## src/rtl/jtcop_layer_mix.sv

```systemverilog
// jtcop_layer_mix
// Pixel merger for 2..4 tile/object layers. Each layer is realigned through a
// programmable-length delay line, optionally masked for debug, and the topmost
// opaque pixel is chosen according to a programmable priority order. Per-frame
// win flags (and optional counters) are reported on a registered status bus.
// Build option: define JTCOP_MIX_STATS_EN to add per-layer 16-bit win counters
// on status addresses 0..7; otherwise those addresses read 8'hFF.
module jtcop_layer_mix #(
    parameter int unsigned LAYERS = 4,
    parameter int unsigned PW     = 8,
    parameter int unsigned DEPTH  = 8
) (
    input  logic                 clk,
    input  logic                 rst_n,
    input  logic                 pxl_cen,
    input  logic                 LHBL,
    input  logic                 LVBL,
    input  logic [LAYERS*PW-1:0] pxl_in,
    input  logic [LAYERS-1:0]    gfx_en,
    input  logic                 cfg_we,
    input  logic [2:0]           cfg_addr,
    input  logic [7:0]           cfg_din,
    output logic [PW-1:0]        pxl_out,
    output logic [1:0]           lyr_out,
    output logic                 LHBL_dly,
    output logic                 LVBL_dly,
    input  logic [3:0]           st_addr,
    output logic [7:0]           st_dout
);

    localparam int unsigned AW = $clog2(DEPTH);

    logic [3:0]    dly [LAYERS];
    logic [7:0]    prio;
    logic [3:0]    dly_wr;
    logic [PW-1:0] mem [LAYERS][DEPTH];
    logic [AW-1:0] wr_ptr;
    logic [PW-1:0] aln [LAYERS];
    logic          hb1, vb1;
    logic [PW-1:0] aln4 [4];
    logic [3:0]    opq;
    logic [1:0]    sel_lyr;
    logic          sel_opq;
    logic          win, frame_end;
    logic [3:0]    hits, hit_snap;
    logic [7:0]    stat_byte;

    // Delays longer than the buffer saturate at the deepest tap
    assign dly_wr = (cfg_din >= 8'(DEPTH)) ? 4'(DEPTH - 1) : cfg_din[3:0];

    // Configuration registers; a write lands on the clock edge, so a strobe in
    // the same cycle still sees the previous value
    always_ff @(posedge clk) begin
        if (!rst_n) begin
            for (int i = 0; i < LAYERS; i++) dly[i] <= 4'd0;
            prio <= 8'hE4;
        end else if (cfg_we) begin
            if (cfg_addr == 3'd4) prio <= cfg_din;
            for (int i = 0; i < LAYERS; i++) begin
                if (cfg_addr == 3'(i)) dly[i] <= dly_wr;
            end
        end
    end

    // Circular delay buffers sharing one write pointer
    always_ff @(posedge clk) begin
        if (!rst_n) begin
            wr_ptr <= '0;
            for (int i = 0; i < LAYERS; i++) begin
                for (int j = 0; j < DEPTH; j++) mem[i][j] <= '0;
            end
        end else if (pxl_cen) begin
            wr_ptr <= wr_ptr + 1'b1;
            for (int i = 0; i < LAYERS; i++) mem[i][wr_ptr] <= pxl_in[i*PW +: PW];
        end
    end

    // Stage 1: tap each buffer; zero delay bypasses the buffer with live input
    always_ff @(posedge clk) begin
        if (!rst_n) begin
            for (int i = 0; i < LAYERS; i++) aln[i] <= '0;
            hb1 <= 1'b0;
            vb1 <= 1'b0;
        end else if (pxl_cen) begin
            hb1 <= LHBL;
            vb1 <= LVBL;
            for (int i = 0; i < LAYERS; i++) begin
                aln[i] <= (dly[i] == 4'd0) ? pxl_in[i*PW +: PW]
                                           : mem[i][wr_ptr - AW'(dly[i])];
            end
        end
    end

    // Priority scan: follow valid levels until one is opaque; if none is, the
    // last valid level (lowest priority) supplies the backdrop pixel
    always_comb begin
        opq = 4'd0;
        for (int i = 0; i < 4; i++) aln4[i] = '0;
        for (int i = 0; i < LAYERS; i++) begin
            aln4[i] = aln[i];
            opq[i]  = gfx_en[i] && (aln[i][3:0] != 4'd0);
        end
        sel_lyr = 2'd0;
        sel_opq = 1'b0;
        for (int k = 0; k < 4; k++) begin
            if ((32'(prio[2*k +: 2]) < LAYERS) && !sel_opq) begin
                sel_lyr = prio[2*k +: 2];
                sel_opq = opq[prio[2*k +: 2]];
            end
        end
    end

    // Falling LVBL is seen when the blanked pixel reaches selection, so that
    // pixel is never visible and cannot register a win
    assign win       = pxl_cen && sel_opq && hb1 && vb1;
    assign frame_end = pxl_cen && LVBL_dly && !vb1;

    // Stage 2: registered merged pixel and matching blanking
    always_ff @(posedge clk) begin
        if (!rst_n) begin
            pxl_out  <= '0;
            lyr_out  <= 2'd0;
            LHBL_dly <= 1'b0;
            LVBL_dly <= 1'b0;
        end else if (pxl_cen) begin
            pxl_out  <= aln4[sel_lyr];
            lyr_out  <= sel_lyr;
            LHBL_dly <= hb1;
            LVBL_dly <= vb1;
        end
    end

    // Sticky win flags, snapshotted and cleared once per frame
    always_ff @(posedge clk) begin
        if (!rst_n) begin
            hits     <= 4'd0;
            hit_snap <= 4'd0;
        end else if (frame_end) begin
            hit_snap <= hits;
            hits     <= 4'd0;
        end else if (win) begin
            hits[sel_lyr] <= 1'b1;
        end
    end

`ifdef JTCOP_MIX_STATS_EN
    logic [15:0] cnt      [4];
    logic [15:0] cnt_snap [4];

    // Saturating per-layer win counters, snapshotted with the flags
    always_ff @(posedge clk) begin
        if (!rst_n) begin
            for (int i = 0; i < 4; i++) begin
                cnt[i]      <= 16'd0;
                cnt_snap[i] <= 16'd0;
            end
        end else if (frame_end) begin
            for (int i = 0; i < 4; i++) begin
                cnt_snap[i] <= cnt[i];
                cnt[i]      <= 16'd0;
            end
        end else if (win && (cnt[sel_lyr] != 16'hFFFF)) begin
            cnt[sel_lyr] <= cnt[sel_lyr] + 16'd1;
        end
    end

    // Address {layer, byte} selects one byte of a counter snapshot
    always_comb begin
        stat_byte = st_addr[0] ? cnt_snap[st_addr[2:1]][15:8] : cnt_snap[st_addr[2:1]][7:0];
    end
`else
    assign stat_byte = 8'hFF;
`endif

    // Registered status readback, independent of the pixel enable
    always_ff @(posedge clk) begin
        if (!rst_n) begin
            st_dout <= 8'hFF;
        end else begin
            case (st_addr)
                4'd8:    st_dout <= prio;
                4'd9:    st_dout <= {4'b0000, hit_snap};
                default: st_dout <= st_addr[3] ? 8'hFF : stat_byte;
            endcase
        end
    end

endmodule

```

## config.mk

```make
export PLATFORM = sky130hd
export DESIGN_NAME = jtcop_layer_mix
export DESIGN_NICKNAME = d
export VERILOG_FILES = /design/src/rtl/jtcop_layer_mix.sv
export SDC_FILE = /design/constraint.sdc
export NUM_CORES = 1
export LEC_CHECK = 0
export BUFFER_PORTS_ARGS = -buffer_cell sky130_fd_sc_hd__buf_2
export CAP_MARGIN = 20
export CORE_ASPECT_RATIO = 0.8
export CORE_MARGIN = 2
export CORE_UTILIZATION = 34
export DETAILED_ROUTE_END_ITERATION = 7
export MAX_ROUTING_LAYER = met4
export PLACE_DENSITY = 0.55
export SETUP_SLACK_MARGIN = 0.2
export SYNTH_ARGS = -nofsm -noshare
export SYNTH_HDL_FRONTEND = slang
export SYNTH_SLANG_ARGS = --single-unit
```

## constraint.sdc

```tcl
create_clock -name clk -period 3.5 [get_ports clk]
set_input_delay 0.35 -clock clk [delete_from_list [all_inputs] [get_ports clk]]
set_output_delay 0.35 -clock clk [all_outputs]
set_load 0.02 [all_outputs]
```

==> out/metrics.csv, run 1 <==
stage,metric,value,unit
outcome,status,completed,
clock_network,cts.clk_slew.worst_paths,60,ps
power,p_sw,2.47,mW
global_routing,grt_pass1_vias,10600,
floorplanning,die_area,47100,um2
sta,skew,18.6,ps
final_layout,fillers,4258,
clock_network,post-cts-setup-buffers,0,
final_layout,nets,1453,
synthesis,ys_warn_count,0,
place,dp_slack,364,ps
critical_path,critical_path.max_fanout,9,
critical_path,end_kind,register,
detailed_routing,routedWlPerCell,21.4,um
clock_network,cts_buffers,37,
final_layout,multi_input_area,6240,um2
sta,fin_crit_sh,0.912,
power,power_frac_seq,0.474,
synthesis,ys_seq_elements,345,
sta,setup_tns,0,ps
sta,max_freq,313,MHz
sta,period_needed,3190,ps
detailed_routing,detail_route.iter0.violations,1027,
power,swShare,0.256,
sta,finalHoldViolations,0,
power,p_leak,6.50,nW
synthesis,synth.distinct_cells,56,
global_routing,grt_max_degree,69,
floorplanning,core_area,44600,um2
synthesis,async_flop_share,0,
floorplanning,io-pin-count,77,
final_layout,drive_above_1_share,0.184,
detailed_routing,vias,10800,
detailed_routing,drcViolationCount,0,
power,combPwrFrac,0.133,
place,gp_congestion,0.825,
final_layout,final-seq-area,8750,um2
detailed_routing,totalWireLength,43200,um
floorplanning,fp.dieH,195,um
sta,setup_viol,0,
critical_path,worstSetupPathType,register to register,
synthesis,synthTopCellsByArea,"edfxtp_1, dfxtp_1, mux4_2",
clock_network,clockRootBuffer,clkbuf_16,
power,intPower,7.18,mW
power,p_per_area,542,nW/um2
critical_path,critPathLaunchType,register,
sta,max_slew.worst_pin.slew,891,ps
place,portBuffers,76,
clock_network,cts_resized,0,
critical_path,arrival,3580,ps
final_layout,area_delta_synth_final,15.2,%
final_layout,antennaDiodeCount,0,
sta,setup_ws,308,ps
detailed_routing,ant_nets,0,
synthesis,yosys.area.top_type_share,0.358,
clock_network,cts.path.max_buffers,3,
synthesis,synth_area,15400,um2
synthesis,synth-edff-count,184,
power,vdd_drop_max,333,uV
synthesis,ys_seq_area_frac,0.567,
global_routing,antenna_found_initial,0,
sta,slew_viol_final,0,
synthesis,synth_common_cells,"nand2_1, edfxtp_1, dfxtp_1",
synthesis,synthCells,1322,
global_routing,grt_overflow,0,
run,max-cap-violations,0,
synthesis,syn_area_per_cell,11.7,um2
critical_path,crit_required,3890,ps
floorplanning,rows,69,
clock_network,clk_latency,540,ps
synthesis,yosys.area.top_type,edfxtp_1,
sta,relSlewSlack,0.403,
global_routing,grt_first_pass_wirelength,65800,um
power,clkPwrFrac,0.393,
place,dp.cells,1951,
min_path,hold_path.class,input port to register,
sta,holdWs,53.8,ps
final_layout,final_util,0.398,
sta,rsz0062_at_grt,false,
clock_network,cts_tree,done,
clock_network,htree_levels,2,
synthesis,synth_ff_type,edfxtp_1,
detailed_routing,viasPerCell,5.35,
place,post-dp-hpwl,28200,um
final_layout,stdcell_count,2019,
clock_network,holdBufCountCts,0,
synthesis,synth_most_common_cell,nand2_1,
global_routing,grtUsageTotal,0.188,
detailed_routing,firstDrtPassIters,8,
clock_network,cts_sinks,345,
floorplanning,initial_utilization,0.346,
floorplanning,dieWidth,242,um
[power by group through the flow]
| stage | clock (mW) | sequential, mW | combinational, mW |
|---|---|---|---|
| after global routing | 4.03 | 4.59 | 1.38 |
| after global placement | 0 | 4.65 | 1.27 |
| after floorplan | 0 | 4.62 | 0.863 |
| final | 3.80 | 4.57 | 1.28 |
| after detailed placement | 0 | 4.66 | 1.28 |
| after CTS | 3.87 | 4.57 | 1.29 |
[path summary, 6_finish.rpt]
kind / start / to / slack (ps) / cells past startpoint
setup reg to reg: aln[3][0] / pxl_out[2] / 310 / 6
hold reg to reg: hits[0] / hits[0] / 460 / 2
hold / removal: cfg_din[7] / prio[7] / 50 / 3
setup / recovery: aln[3][0] / pxl_out[2] / 310 / 6
[state kept, by name, summed over array words and instances (netlist names)]
signal / count
mem: 256
aln: 32
dly: 16
prio: 8
pxl_out: 8
st_dout: 8
hit_snap: 4
hits: 4
wr_ptr: 3
lyr_out: 2
LHBL_dly: 1
LVBL_dly: 1
hb1: 1
vb1: 1
[critical path: stages (launching register included)]
cell and delay [ps]:
edfxtp_1 420, o41a_1 570, mux4_2 570, nor4_4 630, a311oi_1 100, o311ai_0 550, o221ai_1 210
[layer usage]
layer  global-route usage  routed length [um]  part of all wire  vias to the layer above
li1                     -                   -                 -                     4952
met1                0.265               19800              0.46                     5393
met2                0.284               19600              0.45                      385
met3               0.0298                3030             0.070                       65
met4               0.0473                 796             0.018                        0
met5                    -                   0                 0                        -
[cell usage in the layout (no fill, tap or decap), types with 17 or more instances in the layout]
master,Yosys,final
nor2_1,117,114
buf_4,0,45
mux2i_1,41,41
mux4_2,67,67
a21boi_0,68,68
and2_1,68,68
edfxtp_1,184,184
clkbuf_16,0,39
a211oi_1,32,32
o21ai_0,19,18
and3_1,17,17
nand2_1,193,193
dfxtp_1,161,161
inv_1,30,30
a21oi_1,62,62
buf_2,6,75
[logic make-up (layout without fill, tap and decap cells)]
group,Yosys count,in the layout,synth area share
xor gates and xnor gates,10,10,0.00567
buffers and inverters,129,220,0.0328
DFF,345,345,0.567
AOI/OAI and AO/OA,251,251,0.114
muxes,112,112,0.131
other,1,4,0.000243
adders and majority gates,9,9,0.00924
and+or+nand+nor,465,465,0.140
[final cells by class]
cell class | count | share of cell area
flip-flops and latches | 345 | 0.492
well taps | 603 | 0.0424
clock inverters | 9 | 0.00394
repair buffers | 122 | 0.0424
multi-input cells | 851 | 0.351
inverters | 30 | 0.00633
clock buffers | 59 | 0.0621
[per-stage QoR]
step / power (mW) / area (um2)
after floorplan: 5.48 / 15500
after global placement: 5.92 / 16600
final: 9.64 / 17800
after CTS: 9.73 / 17800
after global routing: 10.0 / 17800
after detailed placement: 5.94 / 16600
Note: power is estimated with default switching activity, not from simulation.
==> run 2: changes to the inputs <==
==> constraint.sdc (replaced) <==
create_clock -name clk -period 3.5 [get_ports clk]
set_input_delay 0 -clock clk [delete_from_list [all_inputs] [get_ports clk]]
set_output_delay 0 -clock clk [all_outputs]
set_load 0.02 [all_outputs]
==> run 2 against run 1 <==
- via count grew 0.12%
- critical path type unchanged
- first-iteration DRC count shrank 15%
- sequential share of layout area shrank 1.2 points
- design area grew 2.5%
- clock-buffer cell count shrank 4
- global-route usage shrank 0.050 points
- core utilization grew 1.0 points
- flip-flop and latch count is the same
- fmax shrank 0.18%
- total power shrank 0.36%
- wire length shrank 0.21%
- cell count grew 2.4%
==> out/metrics.csv, run 2 (synthesized netlist as in run 1, its figures left out) <==
stage,metric,value,unit
outcome,status,completed,
critical_path,crit_required,3900,ps
clock_network,htree_levels,2,
critical_path,end_kind,register,
place,dpl-instance-area,16600,um2
sta,setup_ws,302,ps
global_routing,grt_max_degree,97,
detailed_routing,detail_route.iter0.violations,872,
global_routing,grt_overflow,0,
final_layout,top_regs,"mem (256), aln (32), dly (16)",
critical_path,cp.buffers_inverters,0,
final_layout,final_util,0.409,
place,dp_slack,289,ps
floorplanning,io-pin-count,77,
sta,finalHoldViolations,0,
floorplanning,core_area,44600,um2
final_layout,nets,1502,
power,p_leak,6.67,nW
run,max-cap-violations,0,
sta,relSlewSlack,0.338,
sta,setup_tns,0,ps
final_layout,regMostFlops,mem,
final_layout,fin_area,18200,um2
sta,rsz0062_at_grt,false,
clock_network,clockRootBuffer,clkbuf_16,
clock_network,cts_buffers,37,
final_layout,final-seq-area,8750,um2
clock_network,cts_tree,done,
sta,max_slew.worst_pin.slew,993,ps
sta,skew,26.6,ps
global_routing,grt_pass1_vias,10600,
place,portBuffers,76,
sta,setup_viol,0,
min_path,hold_path.class,input port to register,
floorplanning,die_area,47100,um2
final_layout,fillers,4239,
critical_path,critical_path.max_fanout,9,
final_layout,stdcell_count,2068,
sta,slew_viol_final,0,
critical_path,crit_chain,"o41a_1, mux4_2, nor4_4, a311oi_1, o311ai_0, o221ai_1",
floorplanning,fp.dieH,195,um
final_layout,multi_input_area,6240,um2
critical_path,cpPeakStageDelay,600,ps
clock_network,cts.clk_slew.worst_paths,60,ps
detailed_routing,routedWlPerCell,20.8,um
clock_network,clk_latency,560,ps
critical_path,path_delay_family,compound AO/OA/AOI/OAI gates,
detailed_routing,ant_nets,0,
critical_path,critPathLaunchType,register,
floorplanning,dieWidth,242,um
critical_path,worstSetupPathType,register to register,
critical_path,critical_path.slowest_cell,nor4_4,
sta,max_freq,313,MHz
detailed_routing,totalWireLength,43100,um
clock_network,cts.path.max_buffers,3,
place,gp_congestion,0.858,
global_routing,antenna_found_initial,1,
final_layout,mostFrequentLayoutCell,nand2_1,
final_layout,area_delta_synth_final,18.2,%
final_layout,largest_reg_flops,256,
detailed_routing,firstDrtPassIters,5,
place,dp.cells,1946,
detailed_routing,vias,10800,
floorplanning,initial_utilization,0.346,
sta,fin_crit_sh,0.914,
global_routing,grt_first_pass_wirelength,65700,um
floorplanning,rows,69,
detailed_routing,drcViolationCount,0,
place,post-dp-hpwl,27800,um
final_layout,final_cell_mix,"nand2_1, edfxtp_1, dfxtp_1",
detailed_routing,viasPerCell,5.23,
critical_path,arrival,3600,ps
power,p_per_area,527,nW/um2
sta,period_needed,3200,ps
power,vdd_drop_max,342,uV
final_layout,drive_above_1_share,0.171,
clock_network,cts_sinks,345,
global_routing,grtUsageTotal,0.188,
## run 2: repair_timing
action,CTS,global route
setup endpoints to repair,0,5
hold buffers,54,0
gates resized for setup,0,4
hold endpoints to repair,316,0
setup buffers,0,0
## run 2: report_power, final
part           leakage (nW)  total [mW]  internal, mW  switching [mW]
clock                 0.549        3.73          2.08            1.65
sequential             3.22        4.57          4.46           0.112
combinational          2.90        1.31         0.570           0.740
## run 2: stage by stage
step	hold slack, ps	total power [mW]
after floorplan	124	5.48
after detailed placement	238	5.92
after global routing	61.0	9.97
after CTS	15.6	9.68
final	32.6	9.61
after global placement	246	5.91
## run 2: area by class of cell
cell class,instances,share of cell area
flip-flops and latches,345,0.480
multi-input cells,851,0.342
repair buffers,171,0.0684
clock buffers,55,0.0573
well taps,603,0.0414
inverters,30,0.00618
clock inverters,12,0.00467
diodes,1,0.000137
## run 2: routing by layer
layer,part of all wire,global-route usage
met1,0.47,0.265
met2,0.45,0.280
met3,0.062,0.0351
met4,0.019,0.0450
met5,0,-
## run 2: worst reg2reg max path: stages, from the launching register on
cell      delay (ps)
edfxtp_1         410
o41a_1           580
mux4_2           570
nor4_4           600
a311oi_1         100
o311ai_0         580
o221ai_1         220
## run 2: final timing paths
path	to	depth (start not counted)	slack, ps	startpoint
setup / recovery	pxl_out[1]	6	300	aln[3][0]
hold / removal	st_dout[7]	5	30	st_addr[3]
setup reg to reg	pxl_out[1]	6	300	aln[3][0]
hold reg to reg	hits[1]	2	460	hits[1]
==> run 3: changes to the inputs <==
PLACE_DENSITY = 0.53   (was 0.55)
clock period = 3.3 ns   (was 3.5 ns; I/O delays follow)
==> run 3 against run 2 <==
- sequential power is 6.1% higher
- die area is the same
- global-route usage rose by 0.59 points
- critical endpoint is now pxl_out[2]
==> out/metrics.csv, run 3 (synthesized netlist as in run 1, its figures left out) <==
stage,metric,value,unit
critical_path,critical_path.slowest_cell,edfxtp_1,
final_layout,antennaDiodeCount,0,
floorplanning,io-pin-count,77,
detailed_routing,vias,10900,
sta,rsz0062_at_grt,true,
detailed_routing,drcViolationCount,0,
global_routing,grt_first_pass_wirelength,67500,um
run,max-cap-violations,0,
clock_network,cts_buffers,38,
global_routing,grt_max_degree,75,
detailed_routing,totalWireLength,44000,um
clock_network,htree_levels,2,
sta,finalHoldViolations,0,
power,p_per_area,573,nW/um2
detailed_routing,firstDrtPassIters,6,
final_layout,top_regs,"mem (256), aln (32), dly (16)",
outcome,status,completed,
clock_network,cts_sinks,345,
clock_network,clockRootBuffer,clkbuf_16,
sta,skew,28.2,ps
place,portBuffers,76,
final_layout,largest_reg_flops,256,
final_layout,final_cell_mix,"nand2_1, edfxtp_1, dfxtp_1",
final_layout,regMostFlops,mem,
place,gp_congestion,0.829,
final_layout,nets,1522,
critical_path,worstSetupPathType,register to register,
floorplanning,rows,69,
critical_path,path_delay_family,compound AO/OA/AOI/OAI gates,
place,post-dp-hpwl,28200,um
sta,holdWs,29.9,ps
detailed_routing,detail_route.iter0.violations,1020,
final_layout,final-seq-area,8750,um2
power,p_leak,6.85,nW
floorplanning,core_area,44600,um2
global_routing,grt_pass1_vias,11100,
final_layout,drive_above_1_share,0.189,
sta,relSlewSlack,0.509,
final_layout,multi_input_area,6300,um2
critical_path,end_kind,register,
detailed_routing,routedWlPerCell,21.1,um
clock_network,cts.clk_slew.worst_paths,60,ps
global_routing,grt_overflow,0,
critical_path,crit_required,3710,ps
sta,max_slew.worst_pin.slew,736,ps
sta,setup_viol,0,
floorplanning,initial_utilization,0.346,
critical_path,crit_chain,"o41a_1, mux4_2, a41o_2, and4_1, o311ai_0, o221ai_1",
final_layout,mostFrequentLayoutCell,nand2_1,
detailed_routing,viasPerCell,5.22,
critical_path,cpPeakStageDelay,540,ps
power,vdd_drop_max,485,uV
sta,slew_viol_final,0,
critical_path,critical_path.max_fanout,20,
critical_path,arrival,3450,ps
sta,max_freq,329,MHz
sta,period_needed,3040,ps
final_layout,area_delta_synth_final,20.4,%
sta,setup_ws,259,ps
clock_network,cts.path.max_buffers,3,
global_routing,grtUsageTotal,0.194,
detailed_routing,ant_nets,0,
floorplanning,fp.dieH,195,um
min_path,hold_path.class,input port to register,
clock_network,cts_tree,done,
critical_path,cp.buffers_inverters,0,
power,power,10.6,mW
floorplanning,dieWidth,242,um
final_layout,fillers,4238,
floorplanning,die_area,47100,um2
global_routing,antenna_found_initial,0,
critical_path,critPathLaunchType,register,
sta,fin_crit_sh,0.922,
final_layout,final_util,0.416,
clock_network,clk_latency,550,ps
place,dp_slack,-27.3,ps
[run 3: final timing paths]
path	from	endpoint	slack (ps)	depth (start not counted)
max	aln[2][1]	pxl_out[2]	260	6
min	st_addr[3]	st_dout[5]	30	5
max reg2reg	aln[2][1]	pxl_out[2]	260	6
min reg2reg	hits[0]	hits[0]	450	2
[run 3: through the flow]
stage | instance area, um2 | TNS, ps | instances
2_1_floorplan | 15500 | 0 | 1325
3_3_place_gp | 16600 | -40.5 | 1958
3_5_place_dp | 16700 | -63.0 | 1959
4_1_cts | 18500 | 0 | 2079
5_1_grt | 18600 | 0 | 2087
6_report | 18600 | 0 | 2087
[run 3: layout make-up]
cell class                 instances  area share
sequential                       345       0.471
multi-input combinational        851       0.339
timing repair buffer             190      0.0752
clock buffer                      57      0.0606
tap                              603      0.0406
clock inverter                    11     0.00741
inverter                          30     0.00606
[run 3: power breakdown]
group	switching (mW)	internal [mW]	leakage, nW
sequential	0.115	4.73	3.22
combinational	0.818	0.655	3.01
clock	1.73	2.60	0.611
[run 3: worst reg2reg max path, delay by kind of cell, from the launching register on]
kind             cells  cell delay, ps
AND/OR/NAND/NOR      1             260
AO/OA/AOI/OAI        4            1580
flip-flops           1             540
multiplexers         1             540
[run 3: what timing repair did]
item                       4_1_cts  5_1_grt
hold endpoints to repair       319        0
hold buffers                    52        0
setup endpoints to repair       10       18
gates resized for setup          3        8
pin swaps                        1        2
setup buffers                    0        8
[run 3: per-layer routing]
metal | track usage | vias to the layer above | part of all wire
met5 | - | - | 0
met4 | 0.0524 | 0 | 0.023
met3 | 0.0324 | 70 | 0.057
met2 | 0.297 | 297 | 0.45
met1 | 0.266 | 5433 | 0.47
li1 | - | 5097 | -
